### src/rtl/fifo_pkt_writer_pkg.sv
// Shared types and framing constants for the dual-clock FIFO packet writer.
// Trailer layout: truncate flag in the MSB, payload length in the bits below it.
package fifo_pkt_writer_pkg;

    typedef enum logic [2:0] {
        IDLE,
        HDR,
        PAY,
        DROP,
        TRL,
        SETTLE
    } state_t;

    localparam int SETTLE_CYCLES  = 2;
    localparam int FRAME_OVERHEAD = 2;

    function automatic int trl_trunc_bit(input int data_w);
        return data_w - 1;
    endfunction

    function automatic int trl_len_msb(input int data_w);
        return data_w - 2;
    endfunction

endpackage

### src/rtl/fifo_pkt_writer.sv
// Frames an upstream valid/ready stream into the write side of a dual-clock FIFO
// as header (sequence), payload, trailer (length + truncate flag).
module fifo_pkt_writer
    import fifo_pkt_writer_pkg::*;
#(
    parameter int DATA_W     = 8,
    parameter int FIFO_DEPTH = 512,
    parameter int ADDR_W     = $clog2(FIFO_DEPTH),
    parameter int MAX_PKT    = 64
) (
    input  logic              wrclk,
    input  logic              rst_n,
    input  logic              s_valid,
    input  logic [DATA_W-1:0] s_data,
    input  logic              s_last,
    output logic              s_ready,
    output logic              wrreq,
    output logic [DATA_W-1:0] wrdin,
    input  logic              wrfull,
    input  logic [ADDR_W-1:0] wrusedw,
    output logic              pkt_done,
    output logic              pkt_err,
    output logic              busy
);

    localparam int TRL_TRUNC_BIT = trl_trunc_bit(DATA_W);
    localparam int TRL_LEN_MSB   = trl_len_msb(DATA_W);

    localparam logic [ADDR_W:0]   DEPTH_FULL  = (ADDR_W+1)'(FIFO_DEPTH);
    localparam logic [ADDR_W:0]   ROOM_MIN    = (ADDR_W+1)'(MAX_PKT + FRAME_OVERHEAD);
    localparam logic [DATA_W-1:0] MAX_LEN     = DATA_W'(MAX_PKT);
    localparam logic [1:0]        SETTLE_LAST = 2'(SETTLE_CYCLES - 1);

    state_t            state;
    logic [DATA_W-1:0] seq;
    logic [DATA_W-1:0] len;
    logic              trunc;
    logic [1:0]        settle_cnt;
    logic [ADDR_W:0]   free_words;
    logic              room;

    // wrusedw wraps to 0 when the FIFO is full, so wrfull must override it.
    always_comb begin
        free_words = '0;
        if (!wrfull) begin
            free_words = DEPTH_FULL - {1'b0, wrusedw};
        end
    end

    assign room = (free_words >= ROOM_MIN);
    assign busy = (state != IDLE);

    always_comb begin
        s_ready = 1'b0;
        wrreq   = 1'b0;
        wrdin   = '0;
        case (state)
            HDR: begin
                wrreq = ~wrfull;
                wrdin = seq;
            end
            PAY: begin
                s_ready = ~wrfull;
                wrreq   = s_valid & ~wrfull;
                wrdin   = s_data;
            end
            DROP: begin
                s_ready = 1'b1;
            end
            TRL: begin
                wrreq                  = ~wrfull;
                wrdin[TRL_TRUNC_BIT]   = trunc;
                wrdin[TRL_LEN_MSB:0]   = len[TRL_LEN_MSB:0];
            end
            default: begin
            end
        endcase
    end

    // SETTLE gives the FIFO's registered wrusedw time to catch up before the next admission check.
    always_ff @(posedge wrclk or negedge rst_n) begin
        if (!rst_n) begin
            state      <= IDLE;
            seq        <= '0;
            len        <= '0;
            trunc      <= 1'b0;
            settle_cnt <= '0;
            pkt_done   <= 1'b0;
            pkt_err    <= 1'b0;
        end else begin
            pkt_done <= 1'b0;
            pkt_err  <= 1'b0;
            case (state)
                IDLE: begin
                    if (s_valid && room) begin
                        state <= HDR;
                    end
                end
                HDR: begin
                    if (wrreq) begin
                        len   <= '0;
                        trunc <= 1'b0;
                        state <= PAY;
                    end
                end
                PAY: begin
                    if (s_valid && s_ready) begin
                        len <= len + 1'b1;
                        if (s_last) begin
                            state <= TRL;
                        end else if ((len + 1'b1) == MAX_LEN) begin
                            trunc <= 1'b1;
                            state <= DROP;
                        end
                    end
                end
                DROP: begin
                    if (s_valid && s_last) begin
                        state <= TRL;
                    end
                end
                TRL: begin
                    if (wrreq) begin
                        pkt_done   <= 1'b1;
                        pkt_err    <= trunc;
                        seq        <= seq + 1'b1;
                        settle_cnt <= '0;
                        state      <= SETTLE;
                    end
                end
                SETTLE: begin
                    if (settle_cnt == SETTLE_LAST) begin
                        state <= IDLE;
                    end else begin
                        settle_cnt <= settle_cnt + 1'b1;
                    end
                end
                default: begin
                    state <= IDLE;
                end
            endcase
        end
    end

endmodule

### config.mk
export PLATFORM = sky130hd
export DESIGN_NAME = fifo_pkt_writer
export DESIGN_NICKNAME = d
export VERILOG_FILES = /design/src/rtl/fifo_pkt_writer_pkg.sv /design/src/rtl/fifo_pkt_writer.sv
export SDC_FILE = /design/constraint.sdc
export NUM_CORES = 1
export LEC_CHECK = 0
export ABC_AREA = 1
export CORE_MARGIN = 5
export CORE_UTILIZATION = 30
export DETAILED_ROUTE_END_ITERATION = 10
export RECOVER_POWER = 25
export SLEW_MARGIN = 20
export SYNTH_ARGS = -nofsm -noshare
export SYNTH_HDL_FRONTEND = slang
export SYNTH_SLANG_ARGS = --single-unit
### constraint.sdc
create_clock -name wrclk -period 2.1 [get_ports wrclk]
set_input_delay 0.315 -clock wrclk [delete_from_list [all_inputs] [get_ports wrclk]]
set_output_delay 0.315 -clock wrclk [all_outputs]
set_load 0.01 [all_outputs]
==> metrics.md, run 1 <==
| Metric | Value |
|---|---|
| Status | finished clean |
| Worst skew pair latency | 260 ps |
| Most common cell after layout, fill and taps aside | nand2_1 |
| Clk_skew | 4.602 ps |
| CP Capture Type | output port |
| Synth Register Bits | 24 |
| Part of the power in registers | 32.4% |
| GR Overflow Total | 0 |
| DR iter-0 viols | 76 |
| Sw Ratio | 41.72% |
| Area growth syn-to-layout | 33.75% |
| FF-to-FF path depth | 11 |
| Fin worst setup slack | 123.8 ps |
| Worst slew pin tran | 1366 ps |
| Htree depth | 1 |
| RR Startpoint | len[0] |
| CTS tree | built |
| Power per cell area | 910.6 nW/um^2 |
| Mean Syn Cell Area | 7.215 sq um |
| Hold Buf Count CTS | 0 |
| CTS root buffer | clkbuf_8 |
| # placed instances | 336 |
| RD Place Congestion | 0.7701 |
| Gate power share | 53.7% |
| P_int | 1.142 mW |
| Max-cap check violation count | 0 |
| # fillers | 545 |
| DP HPWL | 3150 um |
| Rel. slew slack | 8.926% |
| Die W | 83.24 um |
| # setup viols final | 0 |
| Fin crit share | 94.10% |
| Hold Crit Endpoint | settle_cnt[0] |
| PortBufs | 34 |
| Slew Viols, Final | 0 |
| Placed instance area | 2123 sq um |
| RSZ-0062 raised after global routing | yes |
| Antenna Nets Post-Route | 0 |
| Largest net degree at the start of global routing | 25 |
| Pre-CTS setup slack | 21.85 ps |
| Hold wc startpoint | settle_cnt[0] |
| Via Count | 1528 |
| Number of buffers created by CTS | 3 |
| Initial Utilization | 31.11% |
| Total length of routed wires | 3931 um |
| Peak supply drop | 0.0005632 V |
| Net Switching | 817.6 uW |
| Hold WC Path Type | reg2reg |
| Most frequent cells in the layout | nand2_1 (65), inv_1 (36), dfrtp_1 (24), clkdlybuf4s50_1 (23), nor2_1 (17) |
| Design Area, Final | 2152 sq um |
| Nets@finish | 297 |
| Finished Core Util | 41.61% |
| CP max FO | 15 |
| Diode count | 0 |
| First-pass GRT wire length | 6913 um |
| Post-synthesis sequential area ratio | 37.33% |
| Row count | 26 |
| DRC errors left | 0 |
| DR vias/cell | 4.507 |
| Worst-path clk slew | 80 ps |
| Drt wl/cell | 11.60 um |
| Antenna violations before repair | 0 |
| Core area | 5172 sq um |
| Tmin final | 1976 ps |
| Hold slack | 488.1 ps |
| Full die area | 6928 sq um |
| Clock power share | 13.9% |
| CP Data Arrival Time | 1660 ps |
| Net count after synthesis | 249 |
| CTS Buffer Depth | 2 |
| Synth warnings | 0 |
| CTS sink count | 24 |
| Max Fclk | 506.0 MHz |
| Total track usage | 11.88% |
| WHS Path Cells | 1 |
| Drt first pass iters | 4 |
| Vias in the first global route | 1490 |
| Syn Std Cell Area | 1609 sq um |
| Ports | 35 |
| Final hold vios | 0 |
| Required @ worst endpoint | 1780 ps |
| CP Launch Type | register |
| Final non-filler cell total | 339 |
| Worst R2R Setup Slack | 290 ps |
| P_leak | 1.111 nW |
| Die Ht | 83.24 um |
| Mapped Cells | 223 |
| Netlist cell types | 28 |
| WS Path Type | reg2out |
| Share of cells above drive strength 1 | 10.78% |
| R2r endpoint | state[0] |
## cell type report
| class | instances | area, sq um | share of cell area (%) |
|---|---|---|---|
| inverters | 39 | 146.4 | 6.802 |
| repair buffers | 45 | 422.9 | 19.65 |
| flip-flops and latches | 24 | 600.6 | 27.91 |
| multi-input cells | 158 | 853.3 | 39.65 |
| clock buffers | 3 | 41.29 | 1.919 |
| well taps | 70 | 87.58 | 4.070 |
## metal layers
| metal | wire length (um) | track usage (%) | up-vias |
|---|---|---|---|
| li1 | - | - | 815 |
| met1 | 1957 | 16.81 | 676 |
| met2 | 1777 | 18.51 | 31 |
| met3 | 133 | 2.079 | 6 |
| met4 | 63 | 3.269 | 0 |
| met5 | 0 | 0 | - |
## power by group through the flow
| stage | clock network (mW) | logic, mW | registers, mW |
|---|---|---|---|
| after global routing | 0.303 | 1.21 | 0.651 |
| final | 0.271 | 1.05 | 0.636 |
| after floorplan | 0 | 0.646 | 0.644 |
| after CTS | 0.285 | 1.08 | 0.636 |
| after detailed placement | 0 | 1.13 | 0.646 |
| after global placement | 0 | 1.13 | 0.644 |
## per-stage QoR
step,setup TNS [ps],total power [mW]
floorplan,0,1.290
global placement,0,1.770
detailed placement,0,1.778
CTS,0,2.002
global route,-5.213,2.160
finish,0,1.960
## sequential cells by signal, summed over array words and instances (netlist names)
name and count:
trunc 1, state 3, len 8, pkt_done 1
pkt_err 1, settle_cnt 2, seq 8
## worst max-delay path, stage by stage (launching register included)
cell and delay (ps):
dfrtp_1 390, inv_1 80, or2_4 250, nor2_4 100
buf_12 150, nand2_4 60, o21ai_4 80, dlygate4sd2_1 290
## Yosys cell counts, drive strengths merged
master,instances,area share (%)
inv,39,9.1
dfrtp,24,37
o21ai,9,3.5
or2,1,0.54
o22ai,5,1.9
ha,4,3.1
clkbuf,1,0.23
mux2i,1,0.62
o211ai,3,1.4
nand3,15,4.7
xor2,6,3.3
a21oi,5,1.6
nand2,69,17
or3b,1,0.54
nand4,8,3.1
nor3,2,0.93
buf,1,0.31
xnor2,1,0.54
o221ai,5,2.7
nor2,23,7.2
## cells by family after synthesis
| kind of cell | Yosys count | share of synthesized area (%) |
|---|---|---|
| buffers and inverters | 41 | 9.642 |
| XOR/XNOR | 7 | 3.810 |
| adder cells (fa/ha/maj) | 4 | 3.111 |
| flip-flops | 24 | 37.33 |
| AND/OR/NAND/NOR | 119 | 34.37 |
| AO/OA/AOI/OAI | 27 | 11.12 |
| multiplexers | 1 | 0.6221 |
## how the worst max path moves through the flow
stage                     startpoint       end  cells past startpoint
after floorplan             state[2]  wrdin[3]                      5
after global placement       s_valid     wrreq                      6
after global routing        state[1]  wrdin[7]                      6
final                       state[1]     wrreq                      7
after detailed placement     s_valid     wrreq                      6
after CTS                   state[1]     wrreq                      7
## timing repair
action	in CTS	in global routing
setup buffers	0	0
gates resized for setup	9	1
endpoints found under the setup margin	9	2
endpoints found under the hold margin	0	0
Note: power is estimated with default switching activity, not from simulation.
==> run 2, diff against run 1 <==
--- a/config.mk
+++ b/config.mk
@@ -8,6 +8,7 @@
 export ABC_AREA = 1
 export CORE_MARGIN = 5
 export CORE_UTILIZATION = 30
+export CTS_CLUSTER_SIZE = 12
 export DETAILED_ROUTE_END_ITERATION = 10
 export RECOVER_POWER = 25
 export SLEW_MARGIN = 20
==> results of run 2 <==
Final layout, timing and power as in run 1 (identical DEF).
